--- config.mk ---
export PLATFORM = sky130hd
export DESIGN_NAME = vec_acc_rob
export DESIGN_NICKNAME = d
export VERILOG_FILES = /design/src/rtl/vec_acc_rob.sv
export SDC_FILE = /design/constraint.sdc
export NUM_CORES = 1
export LEC_CHECK = 0
export BUFFER_PORTS_ARGS = -buffer_cell sky130_fd_sc_hd__buf_2
export CAP_MARGIN = 20
export CORE_AREA = 2 2 157 197
export CTS_BUF_LIST = sky130_fd_sc_hd__clkbuf_4 sky130_fd_sc_hd__clkbuf_8
export DETAILED_ROUTE_END_ITERATION = 7
export DIE_AREA = 0 0 159 199
export HOLD_SLACK_MARGIN = 0.02
export PLACE_DENSITY_LB_ADDON = 0.2
export SETUP_SLACK_MARGIN = 0.5
export SYNTH_ARGS = -nofsm -noshare
export SYNTH_HDL_FRONTEND = slang
export SYNTH_SLANG_ARGS = --single-unit
--- constraint.sdc ---
create_clock -name clk_i -period 4.7 [get_ports clk_i]
set_input_delay 0.235 -clock clk_i [delete_from_list [all_inputs] [get_ports clk_i]]
set_output_delay 0.235 -clock clk_i [all_outputs]
set_load 0.01 [all_outputs]
--- src/rtl/vec_acc_rob.sv ---
// In-order reorder buffer between the scalar core and vector dispatch: allocates IDs,
// registers dispatch, collects out-of-order completions. Define VEC_ROB_BYPASS_EN for head bypass.
module vec_acc_rob #(
  parameter  int INSTR_BITS    = 32,
  parameter  int XLEN          = 32,
  parameter  int DEPTH         = 8,
  localparam int TRANS_ID_BITS = $clog2(DEPTH)
) (
  input  logic                     clk_i,
  input  logic                     rst_ni,
  // scalar request
  input  logic                     req_valid_i,
  output logic                     req_ready_o,
  input  logic [INSTR_BITS-1:0]    req_instr_i,
  input  logic [XLEN-1:0]          req_rs1_i,
  input  logic [XLEN-1:0]          req_rs2_i,
  // dispatch
  output logic                     disp_valid_o,
  input  logic                     disp_ready_i,
  output logic [INSTR_BITS-1:0]    disp_instr_o,
  output logic [XLEN-1:0]          disp_rs1_o,
  output logic [XLEN-1:0]          disp_rs2_o,
  output logic [TRANS_ID_BITS-1:0] disp_id_o,
  // unit completion
  input  logic                     cpl_valid_i,
  input  logic [TRANS_ID_BITS-1:0] cpl_id_i,
  input  logic                     cpl_err_i,
  input  logic [XLEN-1:0]          cpl_res_i,
  // in-order response
  output logic                     resp_valid_o,
  input  logic                     resp_ready_i,
  output logic                     resp_err_o,
  output logic [XLEN-1:0]          resp_res_o,
  output logic [TRANS_ID_BITS-1:0] resp_id_o,
  // status
  output logic [TRANS_ID_BITS:0]   outstanding_o,
  output logic                     proto_err_o
);

  typedef enum logic [1:0] {
    E_FREE   = 2'd0,
    E_ISSUED = 2'd1,
    E_DONE   = 2'd2
  } entry_state_e;

  localparam logic [TRANS_ID_BITS:0] DEPTH_CNT = (TRANS_ID_BITS+1)'(DEPTH);
  localparam logic [TRANS_ID_BITS-1:0] ID_ONE  = TRANS_ID_BITS'(1);

  entry_state_e             state_q [DEPTH];
  entry_state_e             state_d [DEPTH];
  logic                     err_q   [DEPTH];
  logic [XLEN-1:0]          res_q   [DEPTH];

  logic [TRANS_ID_BITS-1:0] head_q, head_d;
  logic [TRANS_ID_BITS-1:0] tail_q, tail_d;
  logic [TRANS_ID_BITS:0]   count_q, count_d;
  logic                     proto_err_q, proto_err_d;

  logic                     disp_valid_q, disp_valid_d;
  logic [INSTR_BITS-1:0]    disp_instr_q, disp_instr_d;
  logic [XLEN-1:0]          disp_rs1_q, disp_rs1_d;
  logic [XLEN-1:0]          disp_rs2_q, disp_rs2_d;
  logic [TRANS_ID_BITS-1:0] disp_id_q, disp_id_d;

  logic accept;
  logic retire;
  logic cpl_legal;
  logic head_done;

  // Ready depends only on registered state and the downstream ready, never on req_valid_i.
  assign req_ready_o = (count_q < DEPTH_CNT) & (~disp_valid_q | disp_ready_i);
  assign accept      = req_valid_i & req_ready_o;
  assign cpl_legal   = cpl_valid_i & (state_q[cpl_id_i] == E_ISSUED);
  assign head_done   = (state_q[head_q] == E_DONE);

`ifdef VEC_ROB_BYPASS_EN
  logic bypass_hit;
  assign bypass_hit   = cpl_legal & (cpl_id_i == head_q);
  assign resp_valid_o = head_done | bypass_hit;
  always_comb begin
    resp_err_o = 1'b0;
    resp_res_o = '0;
    if (bypass_hit) begin
      resp_err_o = cpl_err_i;
      resp_res_o = cpl_res_i;
    end else if (head_done) begin
      resp_err_o = err_q[head_q];
      resp_res_o = res_q[head_q];
    end
  end
`else
  assign resp_valid_o = head_done;
  assign resp_err_o   = head_done & err_q[head_q];
  assign resp_res_o   = head_done ? res_q[head_q] : '0;
`endif

  assign resp_id_o     = head_q;
  assign retire        = resp_valid_o & resp_ready_i;
  assign outstanding_o = count_q;
  assign proto_err_o   = proto_err_q;

  assign disp_valid_o  = disp_valid_q;
  assign disp_instr_o  = disp_instr_q;
  assign disp_rs1_o    = disp_rs1_q;
  assign disp_rs2_o    = disp_rs2_q;
  assign disp_id_o     = disp_id_q;

  // Entry lifecycle. The retire write follows the completion write so a bypassed head
  // goes straight from ISSUED to FREE.
  always_comb begin
    // NOTE: every always_comb output gets a default first; a missed branch would otherwise infer a latch.
    for (int i = 0; i < DEPTH; i++) state_d[i] = state_q[i];
    head_d      = head_q;
    tail_d      = tail_q;
    proto_err_d = proto_err_q | (cpl_valid_i & ~cpl_legal);

    if (cpl_legal) state_d[cpl_id_i] = E_DONE;
    if (retire) begin
      state_d[head_q] = E_FREE;
      head_d          = head_q + ID_ONE;
    end
    if (accept) begin
      state_d[tail_q] = E_ISSUED;
      tail_d          = tail_q + ID_ONE;
    end

    unique case ({accept, retire})
      2'b10:   count_d = count_q + 1'b1;
      2'b01:   count_d = count_q - 1'b1;
      default: count_d = count_q;
    endcase
  end

  // Dispatch register: hold while stalled, clear on handshake, reload on back-to-back accept.
  always_comb begin
    disp_valid_d = disp_valid_q;
    disp_instr_d = disp_instr_q;
    disp_rs1_d   = disp_rs1_q;
    disp_rs2_d   = disp_rs2_q;
    disp_id_d    = disp_id_q;
    if (accept) begin
      disp_valid_d = 1'b1;
      disp_instr_d = req_instr_i;
      disp_rs1_d   = req_rs1_i;
      disp_rs2_d   = req_rs2_i;
      disp_id_d    = tail_q;
    end else if (disp_valid_q & disp_ready_i) begin
      disp_valid_d = 1'b0;
    end
  end

  always_ff @(posedge clk_i) begin
    if (!rst_ni) begin
      // NOTE: sequential state uses non-blocking assignments so every register samples pre-edge values.
      for (int i = 0; i < DEPTH; i++) state_q[i] <= E_FREE;
      head_q       <= '0;
      tail_q       <= '0;
      count_q      <= '0;
      proto_err_q  <= 1'b0;
      disp_valid_q <= 1'b0;
      disp_instr_q <= '0;
      disp_rs1_q   <= '0;
      disp_rs2_q   <= '0;
      disp_id_q    <= '0;
    end else begin
      for (int i = 0; i < DEPTH; i++) state_q[i] <= state_d[i];
      head_q       <= head_d;
      tail_q       <= tail_d;
      count_q      <= count_d;
      proto_err_q  <= proto_err_d;
      disp_valid_q <= disp_valid_d;
      disp_instr_q <= disp_instr_d;
      disp_rs1_q   <= disp_rs1_d;
      disp_rs2_q   <= disp_rs2_d;
      disp_id_q    <= disp_id_d;
    end
  end

  // NOTE: payload storage is deliberately not reset; it is only observed when the entry is DONE,
  // and the response outputs are forced to zero otherwise.
  always_ff @(posedge clk_i) begin
    if (cpl_legal) begin
      err_q[cpl_id_i] <= cpl_err_i;
      res_q[cpl_id_i] <= cpl_res_i;
    end
  end

endmodule
== Word level (Yosys, flattened, before mapping) ==
Memories as Yosys holds them, arrays and structs flattened. A register that Yosys moved wholly into a read port is not among the register bits.
Index checks and enable logic that the tools add are counted.
Storage, ports and cells
  register bits: 111
  memory bits (writable): 280
  bits of input ports: 138
  output and inout port bits: 143
  memories kept: 3
Memory list
  res_q: depth 8, bits a word 32, read ports 1, clocked after memory_dff 1, wr ports 1, line 52  | logic [XLEN-1:0] res_q [DEPTH];
  state_q: depth 8, bits a word 2, read ports 10, clocked after memory_dff 1, wr ports 8, line 49  | entry_state_e state_q [DEPTH];
  err_q: depth 8, bits a word 1, read ports 1, clocked after memory_dff 1, wr ports 1, line 51  | logic err_q [DEPTH];
Operators by class
  add/subtract/negate cells: 4
  order comparisons: 7
  equal/unequal tests: 4
  mux-type cells: 31
  bitwise gates (word level): 30
  reduce and logical (&&, ||, !) cells: 5
Operators by type and width (count)
  2-to-1 mux 16 bit: 3
  2-to-1 mux 32 bit: 1
  2-to-1 mux 2 bit: 11
  demux 2 bit (select 3 bit): 3
  2-to-1 mux 3 bit: 6
  AND 16 bit: 1
  AND 8 bit: 2
  inverter 16 bit: 1
  inverter 8 bit: 2
  OR 8 bit: 2
  >= comparator 4 bit, second input constant: 3
  < comparator 4 x 1 -> 1 bit, second input constant: 3
  inverter 3 -> 4 bit: 3
  OR 1 bit: 10
  case mux 4 bit (2 select lines): 1
  AND 1 bit: 7
  adder 3 x 1 -> 3 bit, second input constant: 2
  2-to-1 mux 1 bit: 6
  adder 4 x 1 -> 4 bit, second input constant: 1
  == test 2 x 1 -> 1 bit, second input constant: 2
  == test 2 bit, second input constant: 2
  < comparator 4 bit, second input constant: 1
  nonzero test 2 bit: 2
  subtractor 4 x 1 -> 4 bit, second input constant: 1
  other kinds (2): 5

== Longest topological paths before layout ==
Gate-level depths: netlist of run 1.
  depth in word-level cells: 13
  mapped depth: 12
  mapped depth without buffers: 10

== Worst setup path after synthesis of run 1 ==
Ideal clock, no wire load.
  path kind: in2reg
  start point: input cpl_id_i[0]
  end point: memory state_q[5][0] (netlist name)
  library setup time: 0.128 ns
  arrival time: 4.374 ns
  required time: 4.572 ns
  setup slack: 0.198 ns
  stages on the path: 5
  path buffers: 1
  cells stage by stage: clkbuf_1 -> nand2_1 -> nor4_1 -> nand3b_1 -> o22ai_1
RTL lines
  start, declared: line 26  | input logic [TRANS_ID_BITS-1:0] cpl_id_i,
  end, declared: line 49

==> flow_summary.ini, run 1 <==
[clock_tree]
clk_latency_ns = 0.64
ctsHtreeMaxLevel = 2
postCtsHoldBufs = 130
post-cts-setup-buffers = 0
clock_sinks = 394
ctsResizeCount = 0
cts-root-buf = clkbuf_8
clk_pin_slew_worst_paths_ns = 0.06
cts_buffers = 58
clockBufferDepth = 3
cts_tree = yes

[pwr]
power_density_nw_per_um2 = 359
p_leak_nw = 7.27
vdd_ir_drop_max_mv = 0.232

[sta]
tns_ns = 0
final-hold-violation-count = 0
finalCritPeriodShare_pct = 81.0
fin_crit_ns = 3.81
rsz0062_at_grt = no
tightestPinTransition_ns = 1.10
slew_headroom_pct = 26.7
hold_ws_ns = 0.0756
finClkSkew_ns = 0.0387
fmax_ghz = 0.263
slew_viol_final = 0
finalSetupViolCount = 0

[yosys]
synth_top_family_by_area = multiplexers
synth_xor_area_share_pct = 0.286
synth_top_cells_by_area = edfxtp_1 (52%), dfxtp_1 (17%), mux4_2 (9.9%), nand2_1 (5.3%), a21oi_1 (3.5%)
async_flop_share_pct = 0
synthCells = 1063
synth_fa_ha_area_share_pct = 0.409
muxShareOfSynthArea_pct = 12.8
syn_area_per_cell_um2 = 14.4
synth_most_common_cell = edfxtp_1
synth_ff_type = edfxtp_1
ys_ff_latch = 394
yosys.area.top_type = edfxtp_1
ys_seq_area_share_pct = 68.8
yosysWarnings = 0
synth-simple-area-share_pct = 9.33
synth_top_area_share_pct = 51.8
synth_cell_types = 52
synth_common_cells = edfxtp_1 (264), nand2_1 (217), dfxtp_1 (130)
synth_compound_area_share_pct = 5.95
syn_nets = 1206
synth_edf_count = 264
netlist_area_um2 = 15300

[grt]
grt_pass1_vias = 10600
grt_max_degree = 108
grt.overflow.total = 0
grt_usage_pct = 23.4
antenna_found_initial = 1
grt_pass1_wl_um = 57700

[final_layout]
area_growth_pct = 27.6
final_cells = 1928
nets = 1622
finalInstanceArea_um2 = 19500
layout-drive-gt1-share_pct = 32.3

[drt]
detail-route-antenna-nets = 0
totalWireLength_um = 37500
first_pass_iters = 7
vias = 10400
dr.first_iter.drc_count = 560
wl_per_cell_um = 19.5
routed_via_density = 5.38
drc = 0

[die]
die_area_um2 = 31600
die_x_um = 159
start_util_pct = 51.3
fp-row-count = 71
io_pins = 281
die_h_um = 199
core_area_um2 = 29800

[critical_path]
crit_type = flip-flop to output pin
critPathRequiredTime_ns = 4.47
critical_path.startpoint_type = flip-flop
end_kind = output pin
critPathArrivalTime_ns = 3.57
crit_fanout = 34

[place]
port_buffers = 280
placed_area_um2 = 17100
post-dp-hpwl_um = 21400
dp_cells = 1690
gp_congestion = 0.787

[run]
cap_violations = 0

[worst_hold_path]
hp-class = input port to flip-flop

[status]
outcome = completed
-- layer usage --
layer	wire (um)	vias up	part of all wire, %	global-route usage, %
met5	11	-	0.029	0
met4	1020	2	2.7	8.62
met3	2990	80	8.0	6.13
met2	18400	425	49	39.6
met1	15100	5093	40	29.3
li1	-	4774	-	-
-- sequential cells by signal, indices dropped and copies added, names as in the netlist, named ones only --
| name | cells |
|---|---|
| disp_id_o | 3 |
| disp_rs1_o | 32 |
| state_q | 16 |
| disp_valid_o | 1 |
| outstanding_o | 4 |
| res_q | 256 |
| tail_q | 3 |
| resp_id_o | 3 |
| proto_err_o | 1 |
| err_q | 8 |
| disp_instr_o | 32 |
| disp_rs2_o | 32 |
-- worst max-delay path, cell delays in order (launching register included) --
cell      delay [ns]
dfxtp_2         0.79
and4bb_4        0.34
o41ai_4         0.74
and2_2          0.75
nor2_1          0.14
buf_2           0.17
-- layout by cell type, fill, tap and decap left out, drive strengths merged, types with 3 or more instances in the layout --
cell type      n
and4bb         4
buf          292
xor2           3
nand4          6
or3            3
ha             5
nor2          44
mux2i         43
o21ai          4
nor2b          5
a211oi        13
dfxtp        130
nand2b         6
nand3          3
a21oi        109
o31ai          4
nor4           5
nand3b         8
mux4          67
nand2        217
and3b          5
clkbuf        90
clkinv        19
a31oi          3
inv           11
o22ai          6
edfxtp       264
dlygate4sd3  130
nor3           3
-- cell families (layout without fill, tap and decap cells) --
| kind of cell | count (synthesis) | after routing |
|---|---|---|
| simple gates | 319 | 319 |
| xor+xnor | 5 | 5 |
| mux | 112 | 112 |
| compound gates | 149 | 149 |
| fa+ha+maj | 5 | 5 |
| buf+inv | 79 | 542 |
| flops | 394 | 394 |
| other cells | 0 | 1 |
-- cell type report --
cell class                 instances  area [um2]
sequential                       394       10500
tap                              401         502
inverter                          13        51.3
antenna                            1        2.50
clock buffer                      90        1090
clock inverter                    17        85.1
timing repair buffer             422        2790
multi-input combinational        590        4470
fill                            2192       10300
-- report_power, final --
| part | internal, mW | switching [mW] | leakage [nW] | total [mW] |
|---|---|---|---|---|
| combinational | 0.208 | 0.251 | 3.19 | 0.458 |
| clock | 1.48 | 1.27 | 0.636 | 2.75 |
| sequential | 3.76 | 0.0417 | 3.44 | 3.80 |
-- through the flow --
| stage | setup WS, ns | power [mW] | utilization, % |
|---|---|---|---|
| floorplan | 0.960 | 4.05 | - |
| global placement | 1.20 | 4.22 | 57.1 |
| detailed placement | 1.18 | 4.23 | 57.1 |
| CTS | 0.801 | 7.05 | 65.4 |
| global route | 0.639 | 7.27 | 65.4 |
| finish | 0.892 | 7.01 | 65.5 |
-- path summary, 6_finish.rpt --
path,cells past startpoint,slack [ns],start,end
worst max register to register,10,1.16,flip-flop,outstanding_o[2]$_SDFFE_PN0P_
worst min register to register,2,0.45,disp_rs2_o[20]$_SDFFE_PN0N_,disp_rs2_o[20]$_SDFFE_PN0N_
worst max-delay path,5,0.89,flip-flop,resp_res_o[16]
worst min-delay path,4,0.08,resp_ready_i,state_q[7][1]$_SDFF_PN0_
No activity file was read; power rests on OpenSTA's default activity.
==> run 2, diff against run 1 <==
--- a/config.mk
+++ b/config.mk
@@ -7,10 +7,10 @@
 export LEC_CHECK = 0
 export BUFFER_PORTS_ARGS = -buffer_cell sky130_fd_sc_hd__buf_2
 export CAP_MARGIN = 20
-export CORE_AREA = 2 2 157 197
+export CORE_AREA = 2 2 149 187
 export CTS_BUF_LIST = sky130_fd_sc_hd__clkbuf_4 sky130_fd_sc_hd__clkbuf_8
 export DETAILED_ROUTE_END_ITERATION = 7
-export DIE_AREA = 0 0 159 199
+export DIE_AREA = 0 0 151 189
 export HOLD_SLACK_MARGIN = 0.02
 export PLACE_DENSITY_LB_ADDON = 0.2
 export SETUP_SLACK_MARGIN = 0.5
==> constraint.sdc (replaced) <==
create_clock -name clk_i -period 3.8 [get_ports clk_i]
set_input_delay 0.19 -clock clk_i [delete_from_list [all_inputs] [get_ports clk_i]]
set_output_delay 0.19 -clock clk_i [all_outputs]
set_load 0.01 [all_outputs]
==> run 2 against run 1 <==
  * Hold slack got worse by 0.021 ns
  * Sequential power increased by 24%
  * Core utilization increased by 7.7 points
  * Sequential share of layout area increased by 0.087 points
  * Register-to-register slack got worse by 0.13 ns
  * Total power increased by 23%
  * Design area decreased by 0.16%
  * Die area decreased by 9.8%
  * Combinational power increased by 26%
  * Via count increased by 0.47%
  * Critical path type unchanged
  * Largest cell class unchanged
==> flow_summary.ini, run 2 (synthesis results as in run 1) <==
[status]
outcome = completed

[critical_path]
cpPeakStageDelay_ns = 0.60
crit_path_cell_trace = buf_4, mux4_2, mux2i_1, nor2_1, buf_2
crit_fanout = 34
critical_path.startpoint_type = flip-flop
cp_slowest_cell = mux4_2
path_buf_inv = 2
crit_type = flip-flop to output pin
rrSetupSlack_ns = 1.03
critPathArrivalTime_ns = 2.71
crit_family = multiplexers
critPathRequiredTime_ns = 3.61
end_kind = output pin

[drt]
routed_via_density = 5.53
drc = 0
wl_per_cell_um = 20.4
dr.first_iter.drc_count = 584
vias = 10400
detail-route-antenna-nets = 0
totalWireLength_um = 38400
first_pass_iters = 5

[place]
placed_area_um2 = 17000
gp_congestion = 0.836
post-dp-hpwl_um = 22300
port_buffers = 280
post-place-ws_ns = 1.05
dp_cells = 1638

[run]
cap_violations = 0

[die]
die_area_um2 = 28500
fp-row-count = 67
die_h_um = 189
start_util_pct = 57.4
die_x_um = 151
io_pins = 281
core_area_um2 = 26700

[final_layout]
nets = 1626
final_cells = 1885
finalInstanceArea_um2 = 19500
area_growth_pct = 27.4
regMostFlops = res_q
layout-drive-gt1-share_pct = 32.5
final_cell_mix = buf_2 (280), edfxtp_1 (264), nand2_1 (217)
largest_register_ffs = 256
final_common_cell = buf_2
fillCellCount = 1688

[sta]
final-hold-violation-count = 0
rsz0062_at_grt = no
fin_crit_ns = 2.90
tns_ns = 0
slew_viol_final = 0
finClkSkew_ns = 0.0164
finalSetupViolCount = 0
slew_headroom_pct = 26.6
tightestPinTransition_ns = 1.10
finalCritPeriodShare_pct = 76.3
layout_setup_ws_ns = 0.901
fmax_ghz = 0.345

[worst_hold_path]
hp-class = input port to flip-flop

[clock_tree]
clk_pin_slew_worst_paths_ns = 0.06
cts-root-buf = clkbuf_8
cts_buffers = 58
clk_latency_ns = 0.59
cts_tree = yes
clockBufferDepth = 3
ctsHtreeMaxLevel = 2
post-cts-setup-buffers = 0
clock_sinks = 394

[grt]
grt_max_degree = 107
grt.overflow.total = 0
grt_usage_pct = 26.9
antenna_found_initial = 6
grt_pass1_wl_um = 58600
grt_pass1_vias = 10900

[pwr]
power_mw = 8.65
vdd_ir_drop_max_mv = 0.346
power_density_nw_per_um2 = 443
p_leak_nw = 7.29
## run 2: repair_timing
item	in CTS	in global routing
hold buffers	130	0
setup endpoints to repair	0	0
hold endpoints to repair	362	0
gates resized for setup	0	0
## run 2: tightest hold or removal path, stage by stage
cell,delay [ns]
buf_2,0.08
nand2b_1,0.22
a21oi_1,0.09
## run 2: path summary, 6_finish.rpt
check | end | cells past startpoint | from
min | disp_valid_o$_SDFFE_PN0P_ | 3 | disp_ready_i
max | resp_res_o[3] | 5 | flip-flop
max reg2reg | outstanding_o[2]$_SDFFE_PN0P_ | 11 | flip-flop
min reg2reg | disp_rs2_o[20]$_SDFFE_PN0N_ | 2 | disp_rs2_o[20]$_SDFFE_PN0N_
## run 2: layer usage
metal	up-vias	GRT usage (%)	wire, um
met5	-	0	11
met4	2	8.23	1090
met3	89	7.40	3260
met2	438	46.0	19300
met1	5084	33.4	14800
li1	4810	-	-
## run 2: area by class of cell
cell class / count / area (um2) / share of cell area, %
clock buffer: 88 / 1050 / 5.38
multi-input combinational: 590 / 4470 / 22.9
sequential: 394 / 10500 / 54.0
tap: 345 / 432 / 2.21
timing repair buffer: 426 / 2820 / 14.5
clock inverter: 19 / 119 / 0.609
inverter: 13 / 51.3 / 0.263
antenna: 10 / 25.0 / 0.128
## run 2: metrics by stage
step | hold WS (ns) | utilization, %
finish | 0.0545 | 73.2
global route | 0.0699 | 73.1
CTS | 0.0245 | 73.1
detailed placement | 0.436 | 63.8
global placement | 0.429 | 63.8
floorplan | 0.289 | -
## run 2: power breakdown
group	total, mW	switching [mW]	internal [mW]	leakage, nW
Combinational	0.576	0.318	0.257	3.21
Clock	3.38	1.55	1.83	0.635
Sequential	4.70	0.0509	4.65	3.44
==> run 3, diff against run 2 <==
--- a/config.mk
+++ b/config.mk
@@ -7,10 +7,10 @@
 export LEC_CHECK = 0
 export BUFFER_PORTS_ARGS = -buffer_cell sky130_fd_sc_hd__buf_2
 export CAP_MARGIN = 20
-export CORE_AREA = 2 2 149 187
+export CORE_AREA = 2 2 157 197
 export CTS_BUF_LIST = sky130_fd_sc_hd__clkbuf_4 sky130_fd_sc_hd__clkbuf_8
 export DETAILED_ROUTE_END_ITERATION = 7
-export DIE_AREA = 0 0 151 189
+export DIE_AREA = 0 0 159 199
 export HOLD_SLACK_MARGIN = 0.02
 export PLACE_DENSITY_LB_ADDON = 0.2
 export SETUP_SLACK_MARGIN = 0.5
==> constraint.sdc (replaced) <==
create_clock -name clk_i -period 2.6 [get_ports clk_i]
set_input_delay 0.13 -clock clk_i [delete_from_list [all_inputs] [get_ports clk_i]]
set_output_delay 0.13 -clock clk_i [all_outputs]
set_load 0.01 [all_outputs]
==> run 3 against run 2 <==
  * Non-clock buffer count rose by 30
  * Register-to-register slack worse by 0.92 ns
  * Hold slack improved by 0.022 ns
  * Design area up 3.6%
  * First-iteration DRC count is 21% lower
  * Clock-buffer cell count is 3 higher
  * Sequential share of layout area down 1.8 points
  * Final cell count grew 4.3%
  * Total power is 47% higher
  * Largest cell class unchanged
==> flow_summary.ini, run 3 (synthesis results as in run 1) <==
[final_layout]
regMostFlops = res_q
final_cell_mix = buf_2 (279), edfxtp_1 (264), nand2_1 (216)
layout-drive-gt1-share_pct = 34.6
fillCellCount = 2115
regArea_um2 = 10500
area_growth_pct = 32.0
utilization_pct = 67.7
final_cells = 1966
multi_input_area_um2 = 4590
finalInstanceArea_um2 = 20200
largest_register_ffs = 256
final_common_cell = buf_2
nets = 1657

[pwr]
power_density_nw_per_um2 = 628
p_leak_nw = 7.53
p_int_mw = 9.85
power_switching_mw = 2.84
p_sw_share_pct = 22.4
seqPwrFrac_pct = 54.2
p_comb_share_pct = 6.7
p_clk_share_pct = 39.1
vdd_ir_drop_max_mv = 0.572

[clock_tree]
clk_pin_slew_worst_paths_ns = 0.07
clk_latency_ns = 0.62
cts_buffers = 59
cts_tree = yes
cts-root-buf = clkbuf_8
clockBufferDepth = 3
ctsHtreeMaxLevel = 2
clock_sinks = 394

[place]
post-dp-hpwl_um = 21400
port_buffers = 280
dp_cells = 1704
placed_area_um2 = 17300
gp_congestion = 0.789

[grt]
grt_pass1_vias = 10800
antenna_found_initial = 2
globalRoute.busiestLayer = met2
met1_usage_pct = 28.3
use_met2_pct = 42.2
grt.overflow.total = 0
grt_max_degree = 108
grt_usage_pct = 23.6
use_met3_pct = 5.69
grt_pass1_wl_um = 58000

[drt]
totalWireLength_um = 38300
dr.first_iter.drc_count = 462
first_pass_iters = 6
drc = 0
detail-route-antenna-nets = 0
routed_via_density = 5.31
wl_per_cell_um = 19.5
vias = 10400

[critical_path]
critical_path.startpoint_type = flip-flop
cpPeakStageDelay_ns = 0.45
crit_type = flip-flop to output pin
crit_fanout = 17
critPathArrivalTime_ns = 2.45
crit_path_cell_trace = and4bb_1, o41ai_4, buf_6, and2_4, buf_12, nor2_1, buf_2
cp_slowest_cell = o41ai_4
critPathRequiredTime_ns = 2.47
end_kind = output pin

[die]
fp-row-count = 71
die_x_um = 159
die_h_um = 199
start_util_pct = 51.3
die_area_um2 = 31600
io_pins = 281
core_area_um2 = 29800

[sta]
finalCritPeriodShare_pct = 99.2
fin_crit_ns = 2.58
finClkSkew_ns = 0.0130
tightestPinTransition_ns = 0.763
slew_headroom_pct = 49.1
finalSetupViolCount = 0
rsz0062_at_grt = yes
slew_viol_final = 0
hold_ws_ns = 0.0767
final-hold-violation-count = 0
fmax_ghz = 0.388

[run]
cap_violations = 0

[status]
outcome = completed

[worst_hold_path]
hp-class = input port to flip-flop
## run 3: final cells by class
cell class	instances	share of cell area, %
Clock inverter	18	0.402
Inverter	13	0.266
Tap cell	401	2.48
Clock buffer	91	5.39
Sequential cell	394	52.2
Antenna cell	3	0.0371
Timing Repair Buffer	456	16.5
Multi-Input combinational cell	590	22.7
## run 3: worst max-delay path: cells and delay by family, from the launching register on
kind                   cells  cell delay, ns
flip-flops                 1            0.37
buffers and inverters      3            0.47
AO/OA/AOI/OAI              1            0.45
AND/OR/NAND/NOR            3            0.52
## run 3: power by group through the flow
stage / clock network [mW] / registers, mW / logic (mW)
2_1_floorplan: 0 / 7.03 / 0.289
3_3_place_gp: 0 / 6.99 / 0.652
3_5_place_dp: 0 / 7.00 / 0.663
4_1_cts: 5.06 / 6.86 / 0.834
5_1_grt: 5.31 / 6.88 / 0.934
6_report: 4.96 / 6.87 / 0.855
## run 3: stage by stage
| stage | worst slack [ns] | TNS, ns | power (mW) |
|---|---|---|---|
| after floorplan | 0.159 | 0 | 7.32 |
| after global placement | 0.155 | 0 | 7.64 |
| after detailed placement | 0.128 | 0 | 7.66 |
| after CTS | -0.0161 | -0.102 | 12.8 |
| after global routing | -0.0465 | -0.809 | 13.1 |
| final | 0.0203 | 0 | 12.7 |
## run 3: timing repair
action	4_1_cts	5_1_grt
setup buffers	5	6
setup endpoints to repair	38	40
hold endpoints to repair	378	0
pin swaps	3	6
resized for setup	23	18
gates cloned	2	2
hold buffers	135	0
## run 3: worst paths after layout
kind,start,endpoint,slack [ns],cells past startpoint
max reg2reg,flip-flop,outstanding_o[2]$_SDFFE_PN0P_,0.11,11
min,req_valid_i,tail_q[2]$_SDFFE_PN0N_,0.08,5
min reg2reg,disp_rs1_o[25]$_SDFFE_PN0N_,disp_rs1_o[25]$_SDFFE_PN0N_,0.45,2
max,flip-flop,resp_res_o[10],0.02,7
## run 3: metal layers
| layer | up-vias | routed length, um |
|---|---|---|
| met3 | 65 | 2630 |
| met5 | - | 11 |
| li1 | 4851 | - |
| met4 | 2 | 834 |
| met1 | 5150 | 15100 |
| met2 | 376 | 19700 |
